[src/rtl/video_timing_ctrl_pkg.sv]
`default_nettype none
// ============================================================================
//  Module      : video_timing_ctrl_pkg
//  Description : Shared timing definitions for video_timing_ctrl.
//                - Default 1280x720@60 timing constants.
//                - Derived line and frame totals.
//                - Counter widths and sequencer state encodings.
//                - Small region-decode helper.
//  Revision    : 1.0 - initial release
// ============================================================================
package video_timing_ctrl_pkg;

    localparam int C_CNT_W        = 12;
    localparam int C_POS_W        = 11;

    localparam int C_H_SYNC_DEF   = 40;
    localparam int C_H_BACK_DEF   = 220;
    localparam int C_H_DISP_DEF   = 1280;
    localparam int C_H_FRONT_DEF  = 110;
    localparam int C_V_SYNC_DEF   = 5;
    localparam int C_V_BACK_DEF   = 20;
    localparam int C_V_DISP_DEF   = 720;
    localparam int C_V_FRONT_DEF  = 5;

    localparam int C_H_TOTAL_DEF  = C_H_SYNC_DEF + C_H_BACK_DEF + C_H_DISP_DEF + C_H_FRONT_DEF;
    localparam int C_V_TOTAL_DEF  = C_V_SYNC_DEF + C_V_BACK_DEF + C_V_DISP_DEF + C_V_FRONT_DEF;

    localparam logic [1:0] C_ST_IDLE = 2'd0;
    localparam logic [1:0] C_ST_RUN  = 2'd1;
    localparam logic [1:0] C_ST_STOP = 2'd2;

    // Half-open window test: lo <= cnt < hi
    function automatic logic in_window(input logic [C_CNT_W-1:0] cnt,
                                       input logic [C_CNT_W-1:0] lo,
                                       input logic [C_CNT_W-1:0] hi);
        return (cnt >= lo) && (cnt < hi);
    endfunction

endpackage
`default_nettype wire

[src/rtl/video_timing_ctrl_sig_delay.sv]
`default_nettype none
// ============================================================================
//  Module      : sig_delay
//  Description : Parameterised-depth, parameterised-width shift register with
//                synchronous reset to RST_VAL. DEPTH=0 is a wire.
//  Ports       : clk    - clock
//                rst    - synchronous active-high reset
//                i_data - value entering the line
//                o_data - value DEPTH cycles later
//  Revision    : 1.0 - initial release
// ============================================================================
module sig_delay #(
    parameter int               DEPTH   = 1,
    parameter int               WIDTH   = 1,
    parameter logic [WIDTH-1:0] RST_VAL = '0
) (
    input  logic             clk,
    input  logic             rst,
    input  logic [WIDTH-1:0] i_data,
    output logic [WIDTH-1:0] o_data
);

    generate
        if (DEPTH == 0) begin : g_bypass
            assign o_data = i_data;
        end else begin : g_shift
            logic [WIDTH-1:0] r_pipe_q [DEPTH];
            logic [WIDTH-1:0] w_pipe_d [DEPTH];

            always_comb begin
                w_pipe_d[0] = i_data;
                for (int i = 1; i < DEPTH; i++) begin
                    w_pipe_d[i] = r_pipe_q[i-1];
                end
            end

            always_ff @(posedge clk) begin
                for (int i = 0; i < DEPTH; i++) begin
                    if (rst) begin
                        r_pipe_q[i] <= RST_VAL;
                    end else begin
                        r_pipe_q[i] <= w_pipe_d[i];
                    end
                end
            end

            assign o_data = r_pipe_q[DEPTH-1];
        end
    endgenerate

endmodule
`default_nettype wire

[src/rtl/video_timing_ctrl.sv]
`default_nettype none
// ============================================================================
//  Module      : video_timing_ctrl
//  Description : Video timing sequencer for a DVI transmitter. Generates
//                hsync/vsync/data-enable plus a pixel request strobe with
//                coordinates that leads video_de by REQ_LEAD cycles. Starts
//                and stops only on frame boundaries.
//  Ports       : pclk, reset (sync, active-high), enable (run request)
//                pixel_req/pixel_xpos/pixel_ypos - stage-0 pixel request
//                frame_start - stage-0 pulse at counter (0,0)
//                video_hsync/video_vsync/video_de - delayed by REQ_LEAD
//                busy - sequencer not idle
//  Revision    : 1.0 - initial release
// ============================================================================
module video_timing_ctrl
    import video_timing_ctrl_pkg::*;
#(
    parameter int H_SYNC   = C_H_SYNC_DEF,
    parameter int H_BACK   = C_H_BACK_DEF,
    parameter int H_DISP   = C_H_DISP_DEF,
    parameter int H_FRONT  = C_H_FRONT_DEF,
    parameter int V_SYNC   = C_V_SYNC_DEF,
    parameter int V_BACK   = C_V_BACK_DEF,
    parameter int V_DISP   = C_V_DISP_DEF,
    parameter int V_FRONT  = C_V_FRONT_DEF,
    parameter bit HS_POL   = 1'b1,
    parameter bit VS_POL   = 1'b1,
    parameter int REQ_LEAD = 1
) (
    input  logic               pclk,
    input  logic               reset,
    input  logic               enable,
    output logic               pixel_req,
    output logic [C_POS_W-1:0] pixel_xpos,
    output logic [C_POS_W-1:0] pixel_ypos,
    output logic               frame_start,
    output logic               video_hsync,
    output logic               video_vsync,
    output logic               video_de,
    output logic               busy
);

    localparam logic [C_CNT_W-1:0] C_H_LAST   = C_CNT_W'(H_SYNC + H_BACK + H_DISP + H_FRONT - 1);
    localparam logic [C_CNT_W-1:0] C_V_LAST   = C_CNT_W'(V_SYNC + V_BACK + V_DISP + V_FRONT - 1);
    localparam logic [C_CNT_W-1:0] C_H_SYNC_E = C_CNT_W'(H_SYNC);
    localparam logic [C_CNT_W-1:0] C_V_SYNC_E = C_CNT_W'(V_SYNC);
    localparam logic [C_CNT_W-1:0] C_H_ACT_LO = C_CNT_W'(H_SYNC + H_BACK);
    localparam logic [C_CNT_W-1:0] C_H_ACT_HI = C_CNT_W'(H_SYNC + H_BACK + H_DISP);
    localparam logic [C_CNT_W-1:0] C_V_ACT_LO = C_CNT_W'(V_SYNC + V_BACK);
    localparam logic [C_CNT_W-1:0] C_V_ACT_HI = C_CNT_W'(V_SYNC + V_BACK + V_DISP);
    localparam logic [C_CNT_W-1:0] C_ONE      = C_CNT_W'(1);
    localparam logic [2:0]         C_DLY_RST  = {~HS_POL, ~VS_POL, 1'b0};

    logic [1:0]         r_state_q, w_state_d;
    logic [C_CNT_W-1:0] r_h_cnt_q, w_h_cnt_d;
    logic [C_CNT_W-1:0] r_v_cnt_q, w_v_cnt_d;
    logic               w_active, w_at_last, w_frame_start;
    logic               w_hs, w_vs, w_de;
    logic [C_POS_W-1:0] w_xpos, w_ypos;

    logic               r_pixel_req_q, w_pixel_req_d;
    logic [C_POS_W-1:0] r_xpos_q, w_xpos_d;
    logic [C_POS_W-1:0] r_ypos_q, w_ypos_d;
    logic               r_frame_start_q, w_frame_start_d;
    logic               r_hs_q, w_hs_d;
    logic               r_vs_q, w_vs_d;
    logic               r_busy_q, w_busy_d;
    logic [2:0]         w_video;

    assign w_at_last = (r_h_cnt_q == C_H_LAST) && (r_v_cnt_q == C_V_LAST);

    // ---------------- FSM: state register ----------------
    always_ff @(posedge pclk) begin
        if (reset) begin
            r_state_q <= C_ST_IDLE;
        end else begin
            r_state_q <= w_state_d;
        end
    end

    // ---------------- FSM: next state ----------------
    // Leaving RUN/STOP only happens on the last counter position, so a
    // started frame always runs to completion.
    always_comb begin
        w_state_d = r_state_q;
        case (r_state_q)
            C_ST_IDLE: if (enable) w_state_d = C_ST_RUN;
            C_ST_RUN: begin
                if (w_at_last)    w_state_d = enable ? C_ST_RUN : C_ST_IDLE;
                else if (!enable) w_state_d = C_ST_STOP;
            end
            C_ST_STOP: begin
                if (w_at_last)    w_state_d = C_ST_IDLE;
                else if (enable)  w_state_d = C_ST_RUN;
            end
            default:              w_state_d = C_ST_IDLE;
        endcase
    end

    // ---------------- FSM: outputs ----------------
    always_comb begin
        w_active      = (r_state_q != C_ST_IDLE);
        w_frame_start = (r_state_q == C_ST_RUN) && (r_h_cnt_q == '0) && (r_v_cnt_q == '0);
    end

    // ---------------- raster counters ----------------
    always_comb begin
        w_h_cnt_d = '0;
        w_v_cnt_d = '0;
        if (w_active) begin
            if (r_h_cnt_q == C_H_LAST) begin
                w_v_cnt_d = (r_v_cnt_q == C_V_LAST) ? '0 : r_v_cnt_q + C_ONE;
            end else begin
                w_h_cnt_d = r_h_cnt_q + C_ONE;
                w_v_cnt_d = r_v_cnt_q;
            end
        end
    end

    always_ff @(posedge pclk) begin
        if (reset) begin
            r_h_cnt_q <= '0;
            r_v_cnt_q <= '0;
        end else begin
            r_h_cnt_q <= w_h_cnt_d;
            r_v_cnt_q <= w_v_cnt_d;
        end
    end

    // ---------------- region decode ----------------
    always_comb begin
        w_hs   = w_active && (r_h_cnt_q < C_H_SYNC_E);
        w_vs   = w_active && (r_v_cnt_q < C_V_SYNC_E);
        w_de   = w_active && in_window(r_h_cnt_q, C_H_ACT_LO, C_H_ACT_HI)
                          && in_window(r_v_cnt_q, C_V_ACT_LO, C_V_ACT_HI);
        w_xpos = C_POS_W'(r_h_cnt_q - C_H_ACT_LO);
        w_ypos = C_POS_W'(r_v_cnt_q - C_V_ACT_LO);
    end

    // ---------------- stage 0 ----------------
    // Syncs are held at their physical line levels from here on, so the
    // delay line and its reset value already carry the output polarity.
    always_comb begin
        w_pixel_req_d   = w_de;
        w_xpos_d        = w_de ? w_xpos : '0;
        w_ypos_d        = w_de ? w_ypos : '0;
        w_frame_start_d = w_frame_start;
        w_hs_d          = w_hs ? HS_POL : ~HS_POL;
        w_vs_d          = w_vs ? VS_POL : ~VS_POL;
        w_busy_d        = (w_state_d != C_ST_IDLE);
    end

    always_ff @(posedge pclk) begin
        if (reset) begin
            r_pixel_req_q   <= 1'b0;
            r_xpos_q        <= '0;
            r_ypos_q        <= '0;
            r_frame_start_q <= 1'b0;
            r_hs_q          <= ~HS_POL;
            r_vs_q          <= ~VS_POL;
            r_busy_q        <= 1'b0;
        end else begin
            r_pixel_req_q   <= w_pixel_req_d;
            r_xpos_q        <= w_xpos_d;
            r_ypos_q        <= w_ypos_d;
            r_frame_start_q <= w_frame_start_d;
            r_hs_q          <= w_hs_d;
            r_vs_q          <= w_vs_d;
            r_busy_q        <= w_busy_d;
        end
    end

    // ---------------- stage 0 -> transmitter alignment ----------------
    sig_delay #(
        .DEPTH   (REQ_LEAD),
        .WIDTH   (3),
        .RST_VAL (C_DLY_RST)
    ) u_sig_delay (
        .clk    (pclk),
        .rst    (reset),
        .i_data ({r_hs_q, r_vs_q, r_pixel_req_q}),
        .o_data (w_video)
    );

    assign pixel_req   = r_pixel_req_q;
    assign pixel_xpos  = r_xpos_q;
    assign pixel_ypos  = r_ypos_q;
    assign frame_start = r_frame_start_q;
    assign busy        = r_busy_q;
    assign video_hsync = w_video[2];
    assign video_vsync = w_video[1];
    assign video_de    = w_video[0];

endmodule
`default_nettype wire

[config.mk]
export PLATFORM = sky130hd
export DESIGN_NAME = video_timing_ctrl
export DESIGN_NICKNAME = d
export VERILOG_FILES = /design/src/rtl/video_timing_ctrl_pkg.sv /design/src/rtl/video_timing_ctrl_sig_delay.sv /design/src/rtl/video_timing_ctrl.sv
export SDC_FILE = /design/constraint.sdc
export NUM_CORES = 1
export LEC_CHECK = 0
export CORE_MARGIN = 2
export CORE_UTILIZATION = 47
export DETAILED_ROUTE_END_ITERATION = 10
export DONT_BUFFER_PORTS = 1
export PLACE_DENSITY = 0.59
export SLEW_MARGIN = 20
export SYNTH_ARGS = -nofsm -noshare
export SYNTH_HDL_FRONTEND = slang
export SYNTH_SLANG_ARGS = --single-unit
[constraint.sdc]
create_clock -name pclk -period 3.71 [get_ports pclk]
set_input_delay 0.1855 -clock pclk [delete_from_list [all_inputs] [get_ports pclk]]
set_output_delay 0.1855 -clock pclk [all_outputs]
set_load 0.03 [all_outputs]
### After elaboration in Yosys (flattened, before gate mapping)

Memory sizes are Yosys's and may differ from the RTL's.
Index checks and enable logic that the tools add are counted.
W data, S select, Z words.

| operators by class | value |
|---|---|
| add/sub/neg operators | 4 |
| magnitude comparators | 6 |
| equal/unequal tests | 4 |
| multiplexer cells | 14 |
| bitwise logic cells | 2 |
| reductions and logical operators | 18 |

Operators with widths:

| operator | number |
|---|---|
| $add A12 B1 Y12 const B | 2 |
| $logic_not A12 Y1 | 2 |
| $eq A12 B10 Y1 const B | 1 |
| $eq A12 B11 Y1 const B | 1 |
| $ge A12 B5 Y1 const B | 1 |
| $ge A12 B9 Y1 const B | 1 |
| $lt A12 B10 Y1 const B | 1 |
| $lt A12 B11 Y1 const B | 1 |
| $lt A12 B3 Y1 const B | 1 |
| $lt A12 B6 Y1 const B | 1 |
| $mux W12 | 1 |
| $sub A11 B5 Y11 const B | 1 |
| $sub A11 B9 Y11 const B | 1 |
| $logic_and A1 B1 Y1 | 9 |
| $mux W2 | 4 |
| $mux W1 | 7 |
| $pmux W2 S3 | 1 |
| $reduce_or A3 Y1 | 2 |
| $reduce_bool A2 Y1 | 2 |
| $reduce_or A2 Y1 | 2 |
| $mux W3 | 1 |
| $eq A2 B1 Y1 const B | 1 |
| $eq A2 B2 Y1 const B | 1 |
| $logic_not A2 Y1 | 1 |
| $not A1 Y1 | 2 |

| storage, ports and cells | value |
|---|---|
| flip-flop bits (word level) | 53 |
| bits in writable memories | 3 |
| bits of input ports | 3 |
| output and inout bits | 28 |
| logic and storage cells | 59 |
| memories | 1 |

Memory list:

| memory | depth | width | read ports | clocked after Yosys merged registers in | wr ports | RTL line | source |
|---|---|---|---|---|---|---|---|
| u_sig_delay.g_shift.r_pipe_q | 1 | 3 | 1 | 0 | 1 | video_timing_ctrl_sig_delay.sv:27 | `logic [WIDTH-1:0] r_pipe_q [DEPTH];` |

### Depth between registers and ports, before layout

Gate-level depths: netlist of the first run.

| logic depth | value |
|---|---|
| word-level depth | 6 |
| mapped depth | 9 |

### Cells and area by module

From an unflattened synthesis of the first run, not the netlist that was laid out.

| unflattened totals | value |
|---|---|
| cells, all modules | 291 |
| area total of the unflattened synthesis | 2640.0 um^2 |

Modules (own cells, without submodules):

| module | instances | cells each | area each (um^2) |
|---|---|---|---|
| video_timing_ctrl | 1 | 285 | 2561.2 |
| sig_delay | 1 | 6 | 78.8 |

### Least setup slack after synthesis of the first run

No wires, ideal clock.

| timing | value |
|---|---|
| path kind | register -> register |
| start | register r_h_cnt_q[3] |
| end | register r_v_cnt_q[11] |
| setup time | 70 ps |
| data arrival time | 1833 ps |
| data required time | 3640 ps |
| slack | 1807 ps |
| stages on the path, launching flop included | 8 |
| buffers on the path | 1 |
| clock period less this slack | 1903 ps |
| path through | dfxtp_1 > inv_1 > ha_1 > nand4b_4 > or3_1 > buf_2 > or4_1 > a21oi_1 |

| on the way | value |
|---|---|
| longest elaborated chain between the ends | 1 |

Ends and longest elaborated chain:

| item | RTL line | source |
|---|---|---|
| from (decl) | video_timing_ctrl.sv:55 | `logic [C_CNT_W-1:0] r_h_cnt_q, w_h_cnt_d;` |
| from (signal assigned) | video_timing_ctrl.sv:125 | `r_h_cnt_q <= w_h_cnt_d;` |
| $eq A12 B11 Y1 | video_timing_ctrl.sv:111 | `if (r_h_cnt_q == C_H_LAST) begin` |
| to (signal assigned) | video_timing_ctrl.sv:126 | `r_v_cnt_q <= w_v_cnt_d;` |
| to (decl) | video_timing_ctrl.sv:56 | `logic [C_CNT_W-1:0] r_v_cnt_q, w_v_cnt_d;` |

No other way between the ends.
A chain may end at the register's enable or synchronous reset.

### Worst setup path after layout of the first run

| timing | value |
|---|---|
| start | register r_h_cnt_q[3] |
| end | register r_v_cnt_q[10] |

The elaborated chain is that of the path after synthesis.

==> results of run 1 <==
[layer usage]
layer | share of wire (%) | up-vias | global-route usage [%] | wire (microns)
met1 | 50 | 889 | 26.0 | 2620
met3 | 4.2 | 8 | 3.56 | 222
li1 | - | 973 | - | -
met5 | 0 | - | 0 | 0
met2 | 44 | 39 | 26.6 | 2330
met4 | 1.7 | 0 | 6.84 | 92
[sequential cells by signal (all words and copies together), names as in the netlist]
name / count
pixel_ypos: 11
pixel_req: 1
pixel_xpos: 11
r_vs_q: 1
frame_start: 1
u_sig_delay.g_shift.r_pipe_q: 3
r_v_cnt_q: 12
r_state_q: 2
r_hs_q: 1
r_h_cnt_q: 12
busy: 1
[cell families (layout without fill, tap and decap cells)]
group                    count (synthesis)  after routing  synth area share, %
AND/OR/NAND/NOR                        121            121                 26.7
flip-flops                              56             56                 43.3
AO/OA/AOI/OAI                           38             38                 9.71
buffers and inverters                   32             21                 5.85
XOR/XNOR                                27             27                 9.13
adder cells (fa/ha/maj)                 11             11                 5.31
[final cells by class]
cell class / instances / share of cell area (%)
multi-input combinational: 197 / 49.1
clock inverter: 1 / 0.325
timing repair buffer: 3 / 1.02
sequential: 56 / 41.6
clock buffer: 6 / 3.06
inverter: 11 / 1.53
tap: 72 / 3.34
[cell usage in the layout (no fill, tap or decap), types with 7 or more instances in the layout]
master / Yosys / routed
sky130_fd_sc_hd__or4_1: 9 / 9
sky130_fd_sc_hd__ha_1: 11 / 11
sky130_fd_sc_hd__nor3_1: 23 / 23
sky130_fd_sc_hd__inv_1: 11 / 11
sky130_fd_sc_hd__a21oi_1: 11 / 11
sky130_fd_sc_hd__o31ai_1: 8 / 8
sky130_fd_sc_hd__nor2b_1: 7 / 7
sky130_fd_sc_hd__nand2_1: 16 / 16
sky130_fd_sc_hd__xnor2_1: 22 / 22
sky130_fd_sc_hd__nor2_1: 27 / 27
sky130_fd_sc_hd__dfxtp_1: 56 / 56
[what timing repair did]
item,in CTS,in global routing
hold buffers,2,0
hold endpoints to repair,6,0
resized for setup,0,0
[through the flow]
stage               instances  hold slack [ps]  instance area (sq um)
floorplan                 285              257                   2590
global placement          337              259                   2580
detailed placement        337              261                   2580
CTS                       346             25.1                   2700
global route              346             16.7                   2700
finish                    346             30.7                   2700
[where the power goes]
part / switching (mW) / total [mW] / internal, mW
Sequential: 0.00756 / 0.613 / 0.606
Clock: 0.190 / 0.339 / 0.149
Combinational: 0.0121 / 0.0203 / 0.00816
[worst max-delay path, cell delays in order (launching register included)]
cell and delay (ps):
sky130_fd_sc_hd__dfxtp_1 370, sky130_fd_sc_hd__inv_1 150, sky130_fd_sc_hd__ha_1 250, sky130_fd_sc_hd__nand4b_4 130
sky130_fd_sc_hd__or3_1 590, sky130_fd_sc_hd__o21ai_0 460, sky130_fd_sc_hd__buf_4 260, sky130_fd_sc_hd__a21oi_1 60
[worst paths after layout]
kind	from	to	slack [ps]	cells past startpoint
worst max register to register	r_h_cnt_q[3]$_SDFF_PP0_	r_v_cnt_q[10]$_SDFFE_PP0P_	1310	7
worst min-delay path	reset	r_state_q[0]$_SDFF_PP0_	30	2
worst min register to register	r_vs_q$_SDFF_PP0_	u_sig_delay.g_shift.r_pipe_q[0][1]$_SDFF_PP0_	450	1
worst max-delay path	r_h_cnt_q[3]$_SDFF_PP0_	r_v_cnt_q[10]$_SDFFE_PP0P_	1310	7
==> qor_table.md, run 1 <==
| Metric | This run | Unit |
|:---|:---|:---|
| Category of the most critical setup path | flip-flop to flip-flop | - |
| Width of the die | 78.2 | microns |
| Most used flip-flop cell after synthesis | sky130_fd_sc_hd__dfxtp_1 | - |
| Number of flops mapped to enable cells by yosys | 0 | - |
| Detailed-router iteration count before antenna repair | 4 | - |
| Setup repair after global routing missed its margin | false | - |
| Overflow after GRT | 0 | - |
| Largest area contributor in the netlist | sky130_fd_sc_hd__dfxtp_1 | - |
| Portion of the clock cycle consumed by the worst path in the final layout | 64.8 | % |
| Num CTS Buffers | 5 | - |
| Minimum setup slack in the final design | 1310 | ps |
| Cell area after technology mapping | 2590 | sq um |
| Maximum achievable frequency | 0.416 | GHz |
| Min-Delay Path Class | input pin to flip-flop | - |
| Share of synthesized registers carrying an async set or reset | 0 | % |
| Final wirelength | 5260 | microns |
| Crit path required time | 3900 | ps |
| Synth cell types | 41 | - |
| Routability congestion estimate | 0.831 | - |
| Reg clk slew, reported paths | 100 | ps |
| Final Util | 49.9 | % |
| Root buffer cell | sky130_fd_sc_hd__clkbuf_8 | - |
| Max Slew Vio Count | 0 | - |
| Static leakage power | 0.904 | nW |
| Area growth syn-to-layout | 4.06 | % |
| Detailed router's first-iteration violation count | 107 | - |
| DRC Markers | 0 | - |
| Starting Density | 47.9 | % |
| Run status | completed | - |
| Total of flip-flops plus latches after synthesis | 56 | - |
| Most instantiated cells after synthesis | 56 x sky130_fd_sc_hd__dfxtp_1, 27 x sky130_fd_sc_hd__nor2_1, 23 x sky130_fd_sc_hd__nor3_1, 22 x sky130_fd_sc_hd__xnor2_1, 16 x sky130_fd_sc_hd__nand2_1 | - |
| Sequential share of the synthesized area | 43.3 | % |
| Total chip power | 0.972 | mW |
| Overall track demand over capacity in global routing | 18.0 | % |
| Maximum fanout count along the critical path | 18 | - |
| Launching element type of the critical path | flip-flop | - |
| Maximum buffer depth of the clock tree | 2 | - |
| Latest clock arrival within the worst-skew pair | 310 | ps |
| Global-route wire length before repair | 8660 | microns |
| Worst setup timing slack at the placement stage | 1390 | ps |
| Max-cap violation count | 0 | - |
| Peak VDD IR | 0.000169 | V |
| Setup crit end kind | flip-flop | - |
| DPL Wire Length | 3820 | microns |
| Area of the die | 6120 | sq um |
| H-tree lvl count | 2 | - |
| Layout net count | 288 | - |
| Area share of the leading cell type in the synthesized netlist | 43.3 | % |
| Clock sink count | 56 | - |
| Share of cells above drive strength 1 | 5.84 | % |
| Number of buffer cells added on primary ports | 0 | - |
| Most frequent cell after synthesis | sky130_fd_sc_hd__dfxtp_1 | - |
| Total via count in the routed design | 1909 | - |
| Combined area of the multi-input logic cells | 1320 | sq um |
| Vias in the first global route | 1697 | - |
| Number of cell rows | 27 | - |
| Arrival time at the worst endpoint | 2600 | ps |
| Final number of setup-violating endpoints | 0 | - |
| Total I/O pin count | 31 | - |
| CTS tree | built | - |
| Pwr/cell area | 361 | nW/um^2 |
| Warnings, synthesis | 0 | - |
| Final worst path period need | 2400 | ps |
| Leading post-synthesis cells by cell area | sky130_fd_sc_hd__dfxtp_1 43%, sky130_fd_sc_hd__xnor2_1 7.4%, sky130_fd_sc_hd__ha_1 5.3% | - |
| Height of the die | 78.2 | microns |
| Final antenna-violating net count | 0 | - |
| Mean instance size in the synthesized netlist | 9.09 | sq um |
| Flip-flop and latch area | 1120 | sq um |
| Slew at the pin with the worst max-slew slack | 1060 | ps |
| Number of antenna violations at the first check in global routing | 0 | - |
| Routed via count divided by cell count | 5.52 | - |
| Diode insertion count for antenna repair | 0 | - |
| Setup TNS | 0 | ps |
| Count of fill cells added during filler insertion | 532 | - |
| Pin count of the biggest net entering global routing | 24 | - |
| Fin Clk Skew | 7.88 | ps |
| Final Hold Violating Endpoints | 0 | - |
| Gate count of the mapped netlist | 285 | - |
| Post-CTS setup-driven buffer insertion count | 0 | - |
| Rel. slew slack | 29.2 | % |
| Net Count, Synth | 299 | - |
| Core Region | 5410 | sq um |
| Routed wirelength normalized by instance count | 15.2 | microns |
No activity file was read; power rests on OpenSTA's default activity.
==> run 2: changes to the inputs <==
==> constraint.sdc (replaced) <==
create_clock -name pclk -period 2.3 [get_ports pclk]
set_input_delay 0.115 -clock pclk [delete_from_list [all_inputs] [get_ports pclk]]
set_output_delay 0.115 -clock pclk [all_outputs]
set_load 0.03 [all_outputs]
==> qor_table.md, run 2 (synthesis results as in run 1) <==
| Metric | This run | Unit |
|:---|:---|:---|
| Destination of the worst hold path | r_v_cnt_q[1]$_SDFFE_PP0P_ | - |
| Final worst path period need | 2110 | ps |
| Maximum fanout count along the critical path | 13 | - |
| DPL Wire Length | 3940 | microns |
| Final Hold Violating Endpoints | 0 | - |
| Width of the die | 78.2 | microns |
| Routed via count divided by cell count | 5.52 | - |
| Count of cells along the worst register-to-register path | 5 | - |
| Register-to-register path setup slack | 190 | ps |
| Detailed-router iteration count before antenna repair | 4 | - |
| Cell area after layout | 2820 | sq um |
| Global-route wire length before repair | 9000 | microns |
| H-tree lvl count | 2 | - |
| Post-CTS setup-driven buffer insertion count | 0 | - |
| Most frequent standard cell in the layout excluding fill and tap cells | sky130_fd_sc_hd__dfxtp_1 | - |
| Final antenna-violating net count | 0 | - |
| Reg-to-Reg End | pixel_xpos[5]$_SDFF_PP0_ | - |
| Arrival time at the worst endpoint | 2310 | ps |
| Largest regs | r_h_cnt_q (12), r_v_cnt_q (12) | - |
| CTS tree | built | - |
| Run status | completed | - |
| Reg clk slew, reported paths | 120 | ps |
| Slew at the pin with the worst max-slew slack | 668 | ps |
| Max-cap violation count | 0 | - |
| Total chip power | 1.59 | mW |
| Setup TNS | 0 | ps |
| Share of cells above drive strength 1 | 11.1 | % |
| Depth of the worst hold-timing path | 2 | - |
| Number of antenna violations at the first check in global routing | 0 | - |
| Area of the die | 6120 | sq um |
| Area growth syn-to-layout | 8.89 | % |
| Fin Clk Skew | 16.8 | ps |
| Crit path required time | 2490 | ps |
| Overall track demand over capacity in global routing | 18.6 | % |
| Static leakage power | 0.981 | nW |
| Final wirelength | 5330 | microns |
| Setup crit end kind | flip-flop | - |
| Starting Density | 47.9 | % |
| R2r startpoint | r_v_cnt_q[6]$_SDFFE_PP0P_ | - |
| Pin count of the biggest net entering global routing | 24 | - |
| Number of cell rows | 27 | - |
| Vias in the first global route | 1824 | - |
| Latest clock arrival within the worst-skew pair | 310 | ps |
| Height of the die | 78.2 | microns |
| DRC Markers | 0 | - |
| Clock sink count | 56 | - |
| Category of the most critical setup path | flip-flop to flip-flop | - |
| Root buffer cell | sky130_fd_sc_hd__clkbuf_8 | - |
| Number of buffer cells added on primary ports | 0 | - |
| Routability congestion estimate | 0.855 | - |
| Final Util | 52.2 | % |
| Overflow after GRT | 0 | - |
| Commonest cells after routing, fill and taps aside | 56 x sky130_fd_sc_hd__dfxtp_1, 27 x sky130_fd_sc_hd__nor2_1, 23 x sky130_fd_sc_hd__nor3_1 | - |
| Pwr/cell area | 563 | nW/um^2 |
| Diode insertion count for antenna repair | 0 | - |
| Portion of the clock cycle consumed by the worst path in the final layout | 91.8 | % |
| Layout net count | 302 | - |
| Maximum buffer depth of the clock tree | 2 | - |
| Total via count in the routed design | 1993 | - |
| Final number of setup-violating endpoints | 0 | - |
| Core Region | 5410 | sq um |
| Total I/O pin count | 31 | - |
| Maximum achievable frequency | 0.474 | GHz |
| Peak VDD IR | 0.000296 | V |
| Min-Delay Path Class | input pin to flip-flop | - |
| Detailed router's first-iteration violation count | 124 | - |
| Placed inst area | 2700 | sq um |
| Launching element type of the critical path | flip-flop | - |
| Setup repair after global routing missed its margin | false | - |
| Routed wirelength normalized by instance count | 14.8 | microns |
| Min-delay src | reset | - |
| Num CTS Buffers | 5 | - |
| Rel. slew slack | 54.9 | % |
| Max Slew Vio Count | 0 | - |
[run 2: cell types whose count changed in the layout (fill, tap and decap cells not counted), sizes merged]
cell and change:
clkbuf -1, clkinvlp +1, buf +14, inv +2, clkinv -1
[run 2: worst max path at each step]
stage	endpoint	depth (start not counted)	start
after floorplan	r_v_cnt_q[11]$_SDFFE_PP0P_	7	r_h_cnt_q[3]$_SDFF_PP0_
after global placement	r_v_cnt_q[6]$_SDFFE_PP0P_	6	r_h_cnt_q[3]$_SDFF_PP0_
after detailed placement	r_v_cnt_q[11]$_SDFFE_PP0P_	6	r_h_cnt_q[3]$_SDFF_PP0_
after CTS	r_v_cnt_q[11]$_SDFFE_PP0P_	6	r_h_cnt_q[3]$_SDFF_PP0_
after global routing	r_v_cnt_q[7]$_SDFFE_PP0P_	6	r_h_cnt_q[3]$_SDFF_PP0_
final	pixel_xpos[5]$_SDFF_PP0_	5	r_v_cnt_q[6]$_SDFFE_PP0P_
[run 2: per-stage QoR]
step | hold WS [ps] | setup slack, ps | instances
floorplan | 187 | 397 | 285
global placement | 188 | 157 | 351
detailed placement | 189 | 73.3 | 351
CTS | 52.2 | 40.7 | 361
global route | 71.5 | 49.9 | 361
finish | 56.1 | 189 | 361
[run 2: repair_timing]
item / in CTS / in global routing
hold buffers: 2 / 0
gates resized for setup: 0 / 1
endpoints found under the setup margin: 0 / 11
endpoints found under the hold margin: 8 / 0
[run 2: cell type report]
class / instances / area [sq um]
fill: 521 / 2580
multi-input combinational: 197 / 1330
sequential: 56 / 1120
inverter: 11 / 41.3
clock buffer: 5 / 68.8
timing repair buffer: 17 / 145
clock inverter: 3 / 25.0
tap: 72 / 90.1
[run 2: report_power, final]
group / internal, mW / switching, mW / total, mW / leakage, nW
combinational: 0.0142 / 0.0199 / 0.0341 / 0.484
clock: 0.223 / 0.343 / 0.566 / 0.0452
sequential: 0.977 / 0.0119 / 0.989 / 0.452
total: 1.21 / 0.374 / 1.59 / 0.981
[run 2: critical path, stage by stage, from the launching register on]
cell and delay, ps:
sky130_fd_sc_hd__dfxtp_1 400, sky130_fd_sc_hd__or4_1 600, sky130_fd_sc_hd__nor4_1 350, sky130_fd_sc_hd__a221o_2 430, sky130_fd_sc_hd__buf_12 170, sky130_fd_sc_hd__a211oi_1 50
[run 2: per-layer routing]
metal | vias to the layer above | part of all wire, % | GRT usage [%]
met5 | - | 0 | 0
met4 | 0 | 0.58 | 5.26
met3 | 2 | 4.3 | 3.56
met2 | 38 | 44 | 27.8
met1 | 949 | 51 | 27.2
li1 | 1004 | - | -
==> run 3: changes to the inputs <==
--- a/config.mk
+++ b/config.mk
@@ -5,11 +5,13 @@
 export SDC_FILE = /design/constraint.sdc
 export NUM_CORES = 1
 export LEC_CHECK = 0
+export CELL_PAD_IN_SITES_DETAIL_PLACEMENT = 0
+export CELL_PAD_IN_SITES_GLOBAL_PLACEMENT = 2
 export CORE_MARGIN = 2
-export CORE_UTILIZATION = 47
+export CORE_UTILIZATION = 38
 export DETAILED_ROUTE_END_ITERATION = 10
 export DONT_BUFFER_PORTS = 1
-export PLACE_DENSITY = 0.59
+export PLACE_DENSITY = 0.74
 export SLEW_MARGIN = 20
 export SYNTH_ARGS = -nofsm -noshare
 export SYNTH_HDL_FRONTEND = slang
==> qor_table.md, run 3 (synthesis results as in run 1) <==
| Metric | This run | Unit |
|:---|:---|:---|
| Clock sink count | 56 | - |
| Run status | completed | - |
| Reg-to-Reg End | r_v_cnt_q[11]$_SDFFE_PP0P_ | - |
| Setup crit end kind | flip-flop | - |
| Final antenna-violating net count | 0 | - |
| Min-Delay Path Class | input pin to flip-flop | - |
| Root buffer cell | sky130_fd_sc_hd__clkbuf_8 | - |
| Maximum fanout count along the critical path | 18 | - |
| Destination of the worst hold path | r_v_cnt_q[1]$_SDFFE_PP0P_ | - |
| Post-CTS Resized | 0 | - |
| Maximum achievable frequency | 0.464 | GHz |
| Reg clk slew, reported paths | 110 | ps |
| Category of the most critical setup path | flip-flop to flip-flop | - |
| Minimum setup slack in the final design | 143 | ps |
| H-tree lvl count | 2 | - |
| Arrival time at the worst endpoint | 2400 | ps |
| Setup repair after global routing missed its margin | false | - |
| Total chip power | 1.58 | mW |
| Overflow after GRT | 0 | - |
| Most frequent standard cell in the layout excluding fill and tap cells | sky130_fd_sc_hd__dfxtp_1 | - |
| Detailed-router iteration count before antenna repair | 4 | - |
| Detailed router's first-iteration violation count | 124 | - |
| Latest clock arrival within the worst-skew pair | 320 | ps |
| Maximum buffer depth of the clock tree | 2 | - |
| Cell area after layout | 2900 | sq um |
| Slew at the pin with the worst max-slew slack | 494 | ps |
| Final Hold Violating Endpoints | 0 | - |
| Final number of setup-violating endpoints | 0 | - |
| Vias in the first global route | 1866 | - |
| Number of cell rows | 30 | - |
| Launching element type of the critical path | flip-flop | - |
| Worst setup timing slack at the placement stage | 175 | ps |
| Final wirelength | 5850 | microns |
| Area of the die | 7490 | sq um |
| Setup TNS | 0 | ps |
| Register-to-register path setup slack | 140 | ps |
| Layout net count | 311 | - |
| Overall track demand over capacity in global routing | 16.6 | % |
| Share of cells above drive strength 1 | 13.4 | % |
| DPL Wire Length | 4470 | microns |
| Rel. slew slack | 66.2 | % |
| Final worst path period need | 2160 | ps |
| Commonest cells after routing, fill and taps aside | 56 x sky130_fd_sc_hd__dfxtp_1, 27 x sky130_fd_sc_hd__nor2_1, 23 x sky130_fd_sc_hd__nor3_1 | - |
| Routability congestion estimate | 0.830 | - |
| Placed inst area | 2790 | sq um |
| Crit path required time | 2550 | ps |
| Count of cells along the worst register-to-register path | 7 | - |
| Count of fill cells added during filler insertion | 661 | - |
| Pin count of the biggest net entering global routing | 22 | - |
| Height of the die | 86.6 | microns |
| Starting Density | 38.8 | % |
| Width of the die | 86.6 | microns |
| Portion of the clock cycle consumed by the worst path in the final layout | 93.8 | % |
| Min-delay src | reset | - |
| Max Slew Vio Count | 0 | - |
| Total via count in the routed design | 1953 | - |
| Routed wirelength normalized by instance count | 15.5 | microns |
| Routed via count divided by cell count | 5.17 | - |
| Number of buffer cells added on primary ports | 0 | - |
| CTS tree | built | - |
| Fin Clk Skew | 13.0 | ps |
| Core Region | 6680 | sq um |
| Pwr/cell area | 543 | nW/um^2 |
| Num CTS Buffers | 5 | - |
| Number of antenna violations at the first check in global routing | 0 | - |
| Total I/O pin count | 31 | - |
| Largest regs | r_h_cnt_q (12), r_v_cnt_q (12) | - |
| Depth of the worst hold-timing path | 2 | - |
| DRC Markers | 0 | - |
| Peak VDD IR | 0.000235 | V |
| Static leakage power | 1.03 | nW |
| Max-cap violation count | 0 | - |
| Final Util | 43.4 | % |
| Global-route wire length before repair | 9680 | microns |
| Diode insertion count for antenna repair | 0 | - |
| Area growth syn-to-layout | 12.0 | % |
| R2r startpoint | r_h_cnt_q[3]$_SDFF_PP0_ | - |
[run 3: cell count changes in the layout (fill, tap and decap cells not counted)]
cell                       previous run  this run
sky130_fd_sc_hd__buf_12               1         2
sky130_fd_sc_hd__buf_4               14        22
sky130_fd_sc_hd__inv_6                2         1
sky130_fd_sc_hd__or3_4                1         0
sky130_fd_sc_hd__or3_1                3         4
sky130_fd_sc_hd__clkinv_2             0         1
[run 3: layout make-up]
| class | instances | area [sq um] | area share (%) |
|---|---|---|---|
| clock buffer | 5 | 68.8 | 2.37 |
| sequential | 56 | 1120 | 38.6 |
| inverter | 11 | 41.3 | 1.42 |
| timing repair buffer | 26 | 225 | 7.76 |
| clock inverter | 3 | 21.3 | 0.733 |
| tap | 80 | 100 | 3.45 |
| multi-input combinational | 197 | 1320 | 45.6 |
[run 3: worst max path at each step]
stage	start	end	slack, ps	depth (start not counted)
2_1_floorplan	r_h_cnt_q[3]$_SDFF_PP0_	r_v_cnt_q[11]$_SDFFE_PP0P_	400	7
3_3_place_gp	r_h_cnt_q[3]$_SDFF_PP0_	r_v_cnt_q[6]$_SDFFE_PP0P_	270	7
3_5_place_dp	r_h_cnt_q[3]$_SDFF_PP0_	r_v_cnt_q[11]$_SDFFE_PP0P_	170	7
4_1_cts	r_h_cnt_q[3]$_SDFF_PP0_	r_v_cnt_q[11]$_SDFFE_PP0P_	140	7
5_1_grt	r_h_cnt_q[3]$_SDFF_PP0_	r_v_cnt_q[11]$_SDFFE_PP0P_	40	7
6_report	r_h_cnt_q[3]$_SDFF_PP0_	r_v_cnt_q[11]$_SDFFE_PP0P_	140	7
[run 3: metrics by stage]
step	std cells	hold WS (ps)
after floorplan	285	187
after global placement	368	187
after detailed placement	368	190
after CTS	378	77.8
after global routing	378	81.9
final	378	68.8
[run 3: timing repair]
action / CTS / global route
setup endpoints to repair: 0 / 0
buffers inserted: 0 / 0
hold endpoints to repair: 8 / 0
hold buffers: 2 / 0
[run 3: per-layer routing]
metal / part of all wire, % / track usage, %
met5: 0 / 0
met4: 1.1 / 4.26
met3: 2.0 / 3.14
met2: 48 / 28.1
met1: 49 / 21.7
[run 3: power by group]
part / total (mW) / switching, mW / internal, mW
Clock: 0.553 / 0.336 / 0.217
Sequential: 0.988 / 0.0111 / 0.977
Combinational: 0.0349 / 0.0207 / 0.0141
[run 3: worst max-delay path: stages, from the launching register on]
cell	delay, ps
sky130_fd_sc_hd__dfxtp_1	360
sky130_fd_sc_hd__inv_1	160
sky130_fd_sc_hd__ha_1	250
sky130_fd_sc_hd__nand4b_4	130
sky130_fd_sc_hd__or3_1	320
sky130_fd_sc_hd__buf_4	200
sky130_fd_sc_hd__or4_1	520
sky130_fd_sc_hd__a21oi_1	150
